$ cat config.mk
export PLATFORM = sky130hd
export DESIGN_NAME = lfsr_bist_ctrl_flat
export DESIGN_NICKNAME = d
export VERILOG_FILES = /design/src/rtl/lfsr_bist_ctrl_if.sv /design/src/rtl/lfsr_bist_ctrl.sv /design/src/flat_wrapper.sv
export SDC_FILE = /design/constraint.sdc
export NUM_CORES = 1
export LEC_CHECK = 0
export ABC_AREA = 1
export CAP_MARGIN = 10
export CELL_PAD_IN_SITES_DETAIL_PLACEMENT = 0
export CELL_PAD_IN_SITES_GLOBAL_PLACEMENT = 1
export CORE_ASPECT_RATIO = 1.2
export CORE_MARGIN = 5
export CORE_UTILIZATION = 33
export DETAILED_ROUTE_END_ITERATION = 8
export PLACE_DENSITY = 0.85
export SYNTH_ARGS = -nofsm -noshare
export SYNTH_HDL_FRONTEND = slang
export SYNTH_SLANG_ARGS = --single-unit
$ cat constraint.sdc
create_clock -name clk -period 1.7 [get_ports clk]
set_input_delay 0.51 -clock clk [delete_from_list [all_inputs] [get_ports clk]]
set_output_delay 0.51 -clock clk [all_outputs]
set_load 0.01 [all_outputs]
$ cat src/rtl/lfsr_bist_ctrl_if.sv
// Memory port bundle between the BIST sequencer and the memory port mux.
// The controller drives the master side; the mux (or its model) drives mem_rdata.
interface lfsr_bist_ctrl_if #(
    parameter int ADDR_W = 8
);
    logic              mem_cs;
    logic              mem_we;
    logic [ADDR_W-1:0] mem_addr;
    logic [15:0]       mem_wdata;
    logic [15:0]       mem_rdata;

    modport master (
        output mem_cs, mem_we, mem_addr, mem_wdata,
        input  mem_rdata
    );

    modport slave (
        input  mem_cs, mem_we, mem_addr, mem_wdata,
        output mem_rdata
    );
endinterface

$ cat src/rtl/lfsr_bist_ctrl.sv
// Memory BIST sequencer: writes an LFSR pattern, restarts the LFSR, replays it
// against the read-back data and reports pass, mismatch count and first bad address.
module lfsr_bist_ctrl #(
    parameter int ADDR_W = 8,
    parameter int DEPTH  = 256,
    parameter int CNT_W  = 8
) (
    input  logic              clk,
    input  logic              rst,
    input  logic              start,
    output logic              busy,
    output logic              done,
    output logic              pass,
    output logic [CNT_W-1:0]  fail_cnt,
    output logic [ADDR_W-1:0] fail_addr,
    output logic              lfsr_en,
    input  logic [15:0]       lfsr_q,
    lfsr_bist_ctrl_if.master  mem
);
    typedef enum logic [2:0] {IDLE, WRITE, GAP, READ, FLUSH, DONE} state_t;

    localparam logic [ADDR_W-1:0] LAST = ADDR_W'(DEPTH - 1);

    state_t            state, state_nxt;
    logic [ADDR_W-1:0] addr;
    logic [ADDR_W-1:0] cmp_addr;
    logic [15:0]       exp_q;
    logic              cmp_vld;
    logic              cs, we;
    logic              last;
    logic              mismatch;
    logic              accept;

    assign last     = (addr == LAST);
    assign accept   = (state == IDLE) && start;
    assign mismatch = cmp_vld && (mem.mem_rdata != exp_q);

    assign mem.mem_cs    = cs;
    assign mem.mem_we    = we;
    assign mem.mem_addr  = addr;
    assign mem.mem_wdata = lfsr_q;

    always_ff @(posedge clk) begin
        if (rst) state <= IDLE;
        else     state <= state_nxt;
    end

    always_comb begin
        state_nxt = state;
        busy      = 1'b0;
        done      = 1'b0;
        lfsr_en   = 1'b0;
        cs        = 1'b0;
        we        = 1'b0;
        unique case (state)
            IDLE:  if (start) state_nxt = WRITE;
            WRITE: begin
                busy    = 1'b1;
                cs      = 1'b1;
                we      = 1'b1;
                lfsr_en = 1'b1;
                if (last) state_nxt = GAP;
            end
            // LFSR disabled for one cycle so it reloads its seed before replay
            GAP: begin
                busy      = 1'b1;
                state_nxt = READ;
            end
            READ: begin
                busy    = 1'b1;
                cs      = 1'b1;
                lfsr_en = 1'b1;
                if (last) state_nxt = FLUSH;
            end
            FLUSH: begin
                busy      = 1'b1;
                state_nxt = DONE;
            end
            DONE: begin
                done      = 1'b1;
                state_nxt = IDLE;
            end
            default: state_nxt = IDLE;
        endcase
    end

    always_ff @(posedge clk) begin
        if (rst) begin
            addr      <= '0;
            cmp_addr  <= '0;
            exp_q     <= '0;
            cmp_vld   <= 1'b0;
            fail_cnt  <= '0;
            fail_addr <= '0;
            pass      <= 1'b0;
        end else begin
            // Expected word and its address travel alongside the 1-cycle read latency
            cmp_vld <= (state == READ);
            if (state == READ) begin
                exp_q    <= lfsr_q;
                cmp_addr <= addr;
            end

            if (accept)
                addr <= '0;
            else if (state == WRITE || state == READ)
                addr <= last ? '0 : addr + ADDR_W'(1);

            if (accept) begin
                fail_cnt  <= '0;
                fail_addr <= '0;
                pass      <= 1'b0;
            end else if (mismatch) begin
                if (fail_cnt != {CNT_W{1'b1}}) fail_cnt <= fail_cnt + CNT_W'(1);
                if (fail_cnt == '0)            fail_addr <= cmp_addr;
            end

            // Final compare lands on the same edge, so fold it into the verdict
            if (state == FLUSH)
                pass <= (fail_cnt == '0) && !mismatch;
        end
    end
endmodule

$ cat src/flat_wrapper.sv
// flat-port wrapper written by rule: the top's interface ports become plain ports
module lfsr_bist_ctrl_flat 
#(
    parameter int ADDR_W = 8,
    parameter int DEPTH  = 256,
    parameter int CNT_W  = 8
)
  (clk, rst, start, busy, done, pass, fail_cnt, fail_addr, lfsr_en, lfsr_q, mem_mem_cs, mem_mem_we, mem_mem_addr, mem_mem_wdata, mem_mem_rdata);
  lfsr_bist_ctrl_if #(.ADDR_W(ADDR_W)) mem_i ();
  input  logic clk;
  input  logic rst;
  input  logic start;
  output logic busy;
  output logic done;
  output logic pass;
  output logic [CNT_W-1:0] fail_cnt;
  output logic [ADDR_W-1:0] fail_addr;
  output logic lfsr_en;
  input  logic [15:0] lfsr_q;
  output wire logic [$bits(mem_i.mem_cs)-1:0] mem_mem_cs;
  output wire logic [$bits(mem_i.mem_we)-1:0] mem_mem_we;
  output wire logic [$bits(mem_i.mem_addr)-1:0] mem_mem_addr;
  output wire logic [$bits(mem_i.mem_wdata)-1:0] mem_mem_wdata;
  input wire logic [$bits(mem_i.mem_rdata)-1:0] mem_mem_rdata;
  assign mem_mem_cs = mem_i.mem_cs;
  assign mem_mem_we = mem_i.mem_we;
  assign mem_mem_addr = mem_i.mem_addr;
  assign mem_mem_wdata = mem_i.mem_wdata;
  assign mem_i.mem_rdata = mem_mem_rdata;
  lfsr_bist_ctrl #(.ADDR_W(ADDR_W), .DEPTH(DEPTH), .CNT_W(CNT_W)) u_core (.clk(clk), .rst(rst), .start(start), .busy(busy), .done(done), .pass(pass), .fail_cnt(fail_cnt), .fail_addr(fail_addr), .lfsr_en(lfsr_en), .lfsr_q(lfsr_q), .mem(mem_i));
endmodule
## Word-level counts from Yosys, hierarchy flattened

Cells that the tools add are included.

| operators by class | value |
|---|---|
| add/subtract/negate cells | 2 |
| equality and inequality tests | 11 |
| mux-type cells | 11 |
| reductions and logical operators | 14 |

Operator list:

| cell | number |
|---|---|
| 8-bit by 1-bit adder with 8-bit output, second input constant | 2 |
| 16-bit inequality test | 1 |
| 3-bit case mux with 5 select lines | 1 |
| 3-bit 2-to-1 mux | 3 |
| 8-bit == test, second input constant | 1 |
| 8-bit zero test | 1 |
| 8-bit 2-to-1 mux | 1 |
| 8-bit inequality test, second input constant | 1 |
| 3-bit by 2-bit == test with 1-bit output, second input constant | 2 |
| 3-bit == test, second input constant | 2 |
| 1-bit 2-to-1 mux | 6 |
| 2-bit by 1-bit inequality test with 1-bit output, second input constant | 2 |
| 2-bit AND reduction | 2 |
| 2-bit OR reduction | 2 |
| 4-bit OR reduction | 1 |
| 3-bit by 1-bit == test with 1-bit output, second input constant | 1 |
| 1-bit logical AND | 3 |
| 3-bit zero test | 1 |
| 3-bit AND reduction | 1 |
| 2-bit inequality test, second input constant | 1 |
| 2-bit nonzero test | 1 |
| 1-bit zero test | 1 |
| 1-bit logical OR | 1 |

| storage, ports and cells | value |
|---|---|
| register bits | 53 |
| bits of input ports | 35 |
| output and inout port bits | 46 |

## Depth between registers and ports, before layout

Gate-level depths: netlist of the first run.

| depth | value |
|---|---|
| depth after elaboration | 5 |
| gate-level depth with buffers | 11 |

## Least setup slack after synthesis of the first run

No wires, ideal clock.

| path | value |
|---|---|
| kind | flip-flop to flip-flop |
| from | reg u_core.fail_cnt[0] |
| to | reg u_core.fail_cnt[1] |
| setup time | 114 ps |
| arrival | 1,344 ps |
| required time | 1,586 ps |
| slack | 243 ps |
| stages on the path, launching flop included | 9 |
| buffers on the path | 0 |
| period minus slack after synthesis | 1,457 ps |
| cell sequence | dfxtp_1 > ha_1 > nand3_1 > nor2_2 > nand3_4 > nand3_2 > nand2_1 > nand2_1 > nor2_1 |

| on the way | value |
|---|---|
| word-level cells in the longest chain between the ends | 2 |
| elaborated cells between the ends (all ways) | 3 |
| those cells by class | add/sub (1); eq/ne (1); reduce/logical (1) |

Ends and longest elaborated chain:

| element | RTL line | source |
|---|---|---|
| start: declaration | lfsr_bist_ctrl.sv:14 | `output logic [CNT_W-1:0] fail_cnt,` |
| start signal: assignment | lfsr_bist_ctrl.sv:114 | `if (fail_cnt != {CNT_W{1'b1}}) fail_cnt <= fail_cnt + CNT_W'(1);` |
| branches (longest 2 deep; another with 8-bit by 1-bit adder with 8-bit output) | - |  |

Several ways; the timed one is not identified.
A chain may end at the register's enable or synchronous reset.

## Final worst setup path of the first run

| path | value |
|---|---|
| from | reg u_core.state[0] |
| to | out busy |

| on the way | value |
|---|---|
| word-level cells in the longest chain between the ends | 3 |
| elaborated cells between the ends (all ways) | 6 |
| those cells by class | eq/ne (4); mux (1); reduce/logical (1) |

Ends and longest elaborated chain:

| element | RTL line | source |
|---|---|---|
| start: declaration | lfsr_bist_ctrl.sv:24 | `state_t state, state_nxt;` |
| start signal: assignment | lfsr_bist_ctrl.sv:45 | `else state <= state_nxt;` |
| 3-bit by 2-bit == test with 1-bit output, or another cell as far along | lfsr_bist_ctrl.sv:55 | `unique case (state)` |
| 4-bit OR reduction (no line) * | - |  |
| 1-bit 2-to-1 mux * | lfsr_bist_ctrl.sv:55 |  |
| end: declaration | flat_wrapper.sv:13 | `output logic busy;` |

Every way passes the cells marked *; elsewhere a longest branch is shown, timed or not.

==> impl_metrics.py, run 1 <==
metrics = {
    "global_routing": {
        "grt_antenna_before_repair": 0,
        "grt_overflow": 0,
        "met2_usage_pct": 26.7,
        "met1_usage_pct": 14.9,
        "grt-busiest-layer": "met2",
        "grt_pass1_wl_um": 11200,
        "grt_pass1_vias": 2595,
        "grt_max_degree": 33,
        "grt.met3_usage_pct": 3.11,
        "track_usage_pct": 13.7,
    },
    "die": {
        "chipHeight_um": 109,
        "die_area_mm2": 0.0100,
        "core-area_mm2": 0.00802,
        "start_util_pct": 33.5,
        "rows": 36,
        "die_x_um": 92.3,
        "io_pins": 81,
    },
    "clock_network": {
        "clk_latency_ns": 0.30,
        "clkSinkCount": 53,
        "h-tree-depth": 2,
        "path_clk_slew_ns": 0.10,
        "cts_hold_buf": 0,
        "clockBufferDepth": 2,
        "cts_tree": "done",
        "cts_inserted_buffers": 5,
        "clock-root-buffer": "clkbuf_8",
    },
    "final_layout": {
        "drive_gt1_share_pct": 23.1,
        "diodes": 0,
        "finalNetCount": 531,
        "final_util_pct": 48.3,
        "area_delta_synth_final_pct": 44.2,
    },
    "sta": {
        "setup_viol": 1,
        "hold_viol": 0,
        "skew_ns": 0.00821,
        "tns_ns": -0.0330,
        "fin_crit_ns": 1.73,
        "maxSlewViolCount": 0,
        "final.setup.worst_slack_ns": -0.0330,
        "fmax_mhz": 577,
        "slew_headroom_pct": 64.0,
        "tightest_slew_ns": 0.539,
        "period_share_pct": 102,
        "rsz0062_at_grt": "yes",
    },
    "worst_setup_path": {
        "crit_type": "reg -> out",
        "worstPathMaxFanout": 4,
        "r2r_slack_ns": 0.20,
        "r2r_cells": 8,
        "r2r_end": "u_core.fail_cnt[1]$_SDFFE_PP0P_",
        "endpoint_kind": "primary output",
        "cp_data_required_time_ns": 1.19,
        "critical_path_arrival_ns": 1.22,
        "startpoint_type": "flop",
        "reg2reg_from": "u_core.fail_cnt[0]$_SDFFE_PP0P_",
    },
    "drt": {
        "drt-wirelength-per-cell_um": 11.8,
        "drc": 0,
        "antenna_left": 0,
        "vias": 2726,
        "viasPerCell": 4.63,
        "drt_iter0_drc": 143,
        "dr.pass1.iters": 4,
        "routed_wl_um": 6980,
    },
    "run_status": {
        "violations": "negative setup slack",
        "status": "finished with violations",
    },
    "synthesis": {
        "synth_top_area_share_pct": 39.6,
        "yosysWarnings": 0,
        "syn_area_mm2": 0.00268,
        "yosysTopAreaCell": "dfxtp_1",
        "synth.ff_latch_count": 53,
        "async_reset_ff_share_pct": 0,
        "avgSynthCellArea_um2": 6.88,
        "synth-seq-area-share_pct": 39.6,
        "yosys.cell_types.count": 28,
        "yosysMostFrequentCell": "nand2_1",
        "synth_edf_count": 0,
        "syn_nets": 428,
        "syn_inst": 390,
        "synth_area_leaders": "dfxtp_1 (40%), nand2_1 (12%), nor2_1 (7.7%)",
        "yosys_most_used_dff": "dfxtp_1",
        "yosys-top-cells-count": "nand2_1 (87), nor2_1 (55), dfxtp_1 (53), inv_1 (42), a21oi_1 (37)",
    },
    "placed_design": {
        "place_hpwl_um": 5360,
        "port_buffers": 80,
        "globalplace.congestion": 0.844,
    },
    "pwr": {
        "p_leak_uw": 0.00195,
        "seq_power_share_pct": 53.1,
        "sw_frac_of_total_pct": 27.0,
        "pwr_density_cell_mw_per_mm2": 633,
        "switchingPower_uw": 662,
        "p_comb_share_pct": 17.8,
        "ir_drop_mv": 0.334,
        "intPower_uw": 1790,
        "clock_power_share_pct": 29.0,
    },
    "min_path": {
        "hp-class": "reg -> reg",
        "min_from": "u_core.fail_addr[7]$_SDFFE_PP0P_",
        "whs_endpoint": "u_core.fail_addr[7]$_SDFFE_PP0P_",
        "worstHoldPathCells": 2,
    },
    "flow_run": {
        "drv_cap": 0,
    },
}
metrics by stage:
| stage | setup slack, ns | power (uW) | area [um2] | instances | hold slack (ns) |
|---|---|---|---|---|---|
| floorplan | 0.243 | 1540 | 2680 | 390 | 0.444 |
| global placement | -0.465 | 1780 | 3720 | 575 | 0.451 |
| detailed placement | -0.485 | 1790 | 3720 | 575 | 0.453 |
| CTS | -0.0674 | 2470 | 3760 | 587 | 0.465 |
| global route | -0.132 | 2570 | 3870 | 589 | 0.479 |
| finish | -0.0330 | 2450 | 3870 | 589 | 0.464 |
layer usage:
metal  wire length (um)  vias to the layer above
met3                356                        6
met5                  0                        -
met2               3630                       69
li1                   -                     1442
met4                 52                        0
met1               2940                     1209
layout by cell type (no fill, tap or decap), types with 2 or more instances in the layout:
cell,netlist,layout
dlygate4sd2_1,0,24
nor2_4,1,6
clkbuf_8,0,5
nand2_2,1,4
buf_4,17,39
clkinv_1,2,2
buf_2,6,20
inv_2,6,9
dfxtp_2,0,10
nor3_1,4,3
nand2_1,87,84
clkdlybuf4s50_1,0,18
o21ai_1,14,14
dfxtp_1,53,41
nand3_4,2,3
dlymetal6s2s_1,0,17
inv_1,42,39
nand3b_1,3,3
nor2_1,55,48
a21oi_1,37,36
xor2_1,6,6
nand4_1,16,16
nand3_1,10,10
dfxtp_4,0,2
ha_1,3,3
o21ai_0,13,13
buf_6,1,4
nor2_2,2,4
worst max-delay path: stages (launching register included):
cell and delay (ns):
dfxtp_4 0.38, nor2_4 0.08, inv_2 0.05, nor2_4 0.11, inv_2 0.05, nand2_2 0.05, inv_2 0.03, nand2_1 0.04
buf_2 0.13
power by group through the flow:
stage,clock (uW),sequential (uW),combinational [uW]
after floorplan,0,1320,220
after global placement,0,1320,458
after detailed placement,0,1330,462
after CTS,737,1300,437
after global routing,776,1310,490
final,711,1300,436
repair_timing:
action                                  CTS  global route
endpoints found under the setup margin   62            22
cloned                                    1             1
pin swaps                                 7            15
gates resized for setup                 133            32
buffers inserted                          3             1
cells by family after synthesis:
kind of cell | after synthesis | synth area share (%)
xor+xnor | 6 | 1.96
flops | 53 | 39.6
simple gates | 183 | 30.6
compound gates | 66 | 12.5
fa+ha+maj | 3 | 1.40
buf+inv | 79 | 14.0
how the worst max path moves through the flow:
stage                                    startpoint                              end  slack, ns  depth (start not counted)
global route           u_core.state[1]$_SDFFE_PP0P_                             busy      -0.13                          8
detailed placement                mem_mem_rdata[10]  u_core.fail_cnt[1]$_SDFFE_PP0P_      -0.48                         12
CTS                    u_core.state[0]$_SDFFE_PP0P_                             busy      -0.07                          8
floorplan           u_core.fail_cnt[0]$_SDFFE_PP0P_  u_core.fail_cnt[1]$_SDFFE_PP0P_       0.24                          8
global placement                  mem_mem_rdata[10]  u_core.fail_cnt[1]$_SDFFE_PP0P_      -0.47                         12
finish                 u_core.state[0]$_SDFFE_PP0P_                             busy      -0.03                          8
state kept, by name, indices dropped and copies added, names as in the netlist:
signal	flops
u_core.state	3
u_core.cmp_vld	1
u_core.fail_cnt	8
u_core.pass	1
u_core.mem.mem_addr	8
u_core.exp_q	16
u_core.fail_addr	8
u_core.cmp_addr	8
layout make-up:
type / instances / area (um2)
well taps: 95 / 119
flip-flops and latches: 53 / 1080
clock inverters: 2 / 13.8
inverters: 50 / 188
fillers: 843 / 4150
clock buffers: 6 / 72.6
repair buffers: 123 / 1060
multi-input cells: 260 / 1330
(Power assumes the default switching activity.)
==> inputs of run 2 (changes only) <==
--- a/config.mk
+++ b/config.mk
@@ -6,10 +6,10 @@
 export NUM_CORES = 1
 export LEC_CHECK = 0
 export ABC_AREA = 1
+export ABC_CLOCK_PERIOD_IN_PS = 1700
 export CAP_MARGIN = 10
 export CELL_PAD_IN_SITES_DETAIL_PLACEMENT = 0
 export CELL_PAD_IN_SITES_GLOBAL_PLACEMENT = 1
-export CORE_ASPECT_RATIO = 1.2
 export CORE_MARGIN = 5
 export CORE_UTILIZATION = 33
 export DETAILED_ROUTE_END_ITERATION = 8
==> impl_metrics.py, run 2 (synthesis results as in run 1) <==
metrics = {
    "placed_design": {
        "place_hpwl_um": 5380,
        "placed_cell_area_mm2": 0.00374,
        "globalplace.congestion": 0.841,
        "post-place-cells": 584,
        "port_buffers": 80,
    },
    "worst_setup_path": {
        "r2r_end": "u_core.fail_cnt[5]$_SDFFE_PP0P_",
        "startpoint_type": "flop",
        "critPathMaxStageDelay_ns": 0.35,
        "crit_type": "reg -> out",
        "endpoint_kind": "primary output",
        "worstPathMaxFanout": 3,
        "worstSetupPathDepth": 8,
        "reg2reg_from": "u_core.fail_cnt[0]$_SDFFE_PP0P_",
        "r2r_slack_ns": 0.16,
        "cp_data_required_time_ns": 1.19,
        "r2r_cells": 7,
        "path_cells": "nor2_2 > inv_2 > nor2_4 > inv_2 > nand2_1 > inv_1 > nand2_1 > buf_2",
        "cp_slowest_cell": "dfxtp_2",
        "cp.buffers_inverters": 4,
        "critical_path_arrival_ns": 1.25,
        "path_delay_family": "flip-flops",
    },
    "clock_network": {
        "clock-root-buffer": "clkbuf_8",
        "h-tree-depth": 2,
        "cts_hold_buf": 0,
        "clockBufferDepth": 2,
        "cts_tree": "done",
        "cts_inserted_buffers": 5,
        "clk_latency_ns": 0.31,
        "clkSinkCount": 53,
        "path_clk_slew_ns": 0.11,
    },
    "drt": {
        "drt-wirelength-per-cell_um": 12.3,
        "drt_iter0_drc": 116,
        "antenna_left": 0,
        "dr.pass1.iters": 4,
        "route.met2.wl_um": 3670,
        "viasPerCell": 4.63,
        "vias": 2765,
        "met3_length_um": 341,
        "drc": 0,
        "top_layer": "met4",
        "routed_wl_um": 7370,
        "wl_met1_um": 3230,
    },
    "global_routing": {
        "grt_max_degree": 33,
        "grt_antenna_before_repair": 0,
        "grt_pass1_wl_um": 11700,
        "grt_overflow": 0,
        "grt_pass1_vias": 2624,
        "track_usage_pct": 14.1,
    },
    "die": {
        "start_util_pct": 34.4,
        "die_area_mm2": 0.0100,
        "core-area_mm2": 0.00781,
        "chipHeight_um": 100,
        "io_pins": 81,
        "die_x_um": 100,
        "rows": 32,
    },
    "run_status": {
        "status": "finished with violations",
        "violations": "negative setup slack",
    },
    "final_layout": {
        "area_delta_synth_final_pct": 44.3,
        "diodes": 0,
        "layout_commonest_cell": "nand2_1",
        "fin_cells": 597,
        "finalNetCount": 532,
        "nFillCells": 813,
        "design_area_mm2": 0.00387,
        "drive_gt1_share_pct": 22.2,
        "top_register": "u_core.exp_q",
        "largest_register_ff_count": 16,
        "final_cell_mix": "nand2_1 (87), nor2_1 (50), dfxtp_1 (42)",
    },
    "sta": {
        "fmax_mhz": 569,
        "rsz0062_at_grt": "yes",
        "fin_crit_ns": 1.76,
        "tightest_slew_ns": 0.432,
        "hold_viol": 0,
        "final.setup.worst_slack_ns": -0.0561,
        "tns_ns": -0.0561,
        "slew_headroom_pct": 71.1,
        "period_share_pct": 103,
        "maxSlewViolCount": 0,
        "setup_viol": 1,
        "skew_ns": 0.00926,
    },
    "min_path": {
        "whs_endpoint": "u_core.fail_addr[0]$_SDFFE_PP0P_",
        "hp-class": "reg -> reg",
        "min_from": "u_core.fail_addr[0]$_SDFFE_PP0P_",
        "worstHoldPathCells": 2,
    },
    "pwr": {
        "pwr_density_cell_mw_per_mm2": 647,
        "p_leak_uw": 0.00193,
        "ir_drop_mv": 0.394,
    },
    "flow_run": {
        "drv_cap": 0,
    },
}
-- run 2: cell types whose count changed in the layout (fill, tap and decap cells not counted), moves of 2 or more --
cell and change:
nor2_4 -2, nor2_1 +2, nand2_1 +3, clkinv_4 +2, dlymetal6s2s_1 -3, buf_6 +2, nand2_2 -3, dlygate4sd2_1 +3
-- run 2: timing repair --
item,4_1_cts,5_1_grt
setup buffers,2,1
resized for setup,130,28
gates cloned,0,2
pin swaps,6,15
setup endpoints to repair,63,22
-- run 2: layout make-up --
class	instances	area (um2)	area share (%)
repair buffers	124	1070	27.6
clock inverters	3	26.3	0.679
inverters	50	188	4.85
multi-input cells	260	1320	34.0
clock buffers	5	68.8	1.78
well taps	102	128	3.30
flip-flops and latches	53	1080	27.8
-- run 2: worst min-delay path: stages (launching register included) --
cell,delay [ns]
dfxtp_1,0.32
nand2_1,0.06
a21oi_1,0.05
-- run 2: per-layer routing --
metal | up-vias | GRT usage, %
li1 | 1449 | -
met3 | 10 | 2.99
met5 | - | 0
met4 | 0 | 4.87
met1 | 1244 | 17.9
met2 | 62 | 23.8
-- run 2: per-stage QoR --
step	util (%)	power [uW]	hold slack [ns]	worst slack (ns)
6_report	49.6	2500	0.461	-0.0561
5_1_grt	49.6	2620	0.485	-0.122
4_1_cts	48.1	2500	0.464	-0.0603
3_5_place_dp	47.9	1790	0.454	-0.454
3_3_place_gp	47.9	1790	0.449	-0.432
2_1_floorplan	-	1540	0.444	0.243
-- run 2: worst max-delay path by stage --
stage          slack (ns)                              end                            start
2_1_floorplan        0.24  u_core.fail_cnt[1]$_SDFFE_PP0P_  u_core.fail_cnt[0]$_SDFFE_PP0P_
3_3_place_gp        -0.43  u_core.fail_cnt[1]$_SDFFE_PP0P_                 mem_mem_rdata[0]
3_5_place_dp        -0.45  u_core.fail_cnt[1]$_SDFFE_PP0P_                 mem_mem_rdata[0]
4_1_cts             -0.06                             busy     u_core.state[0]$_SDFFE_PP0P_
5_1_grt             -0.12                             busy     u_core.state[1]$_SDFFE_PP0P_
6_report            -0.06                             busy     u_core.state[1]$_SDFFE_PP0P_
-- run 2: power by group --
group          internal, uW  total (uW)  switching (uW)
Clock                   301         758             457
Combinational           227         446             219
Sequential             1270        1300            24.7
==> inputs of run 3 (changes only) <==
--- a/config.mk
+++ b/config.mk
@@ -17,3 +17,4 @@
 export SYNTH_ARGS = -nofsm -noshare
 export SYNTH_HDL_FRONTEND = slang
 export SYNTH_SLANG_ARGS = --single-unit
+export TNS_END_PERCENT = 100
==> results of run 3 <==
Final layout, timing and power as in run 2 (identical DEF).
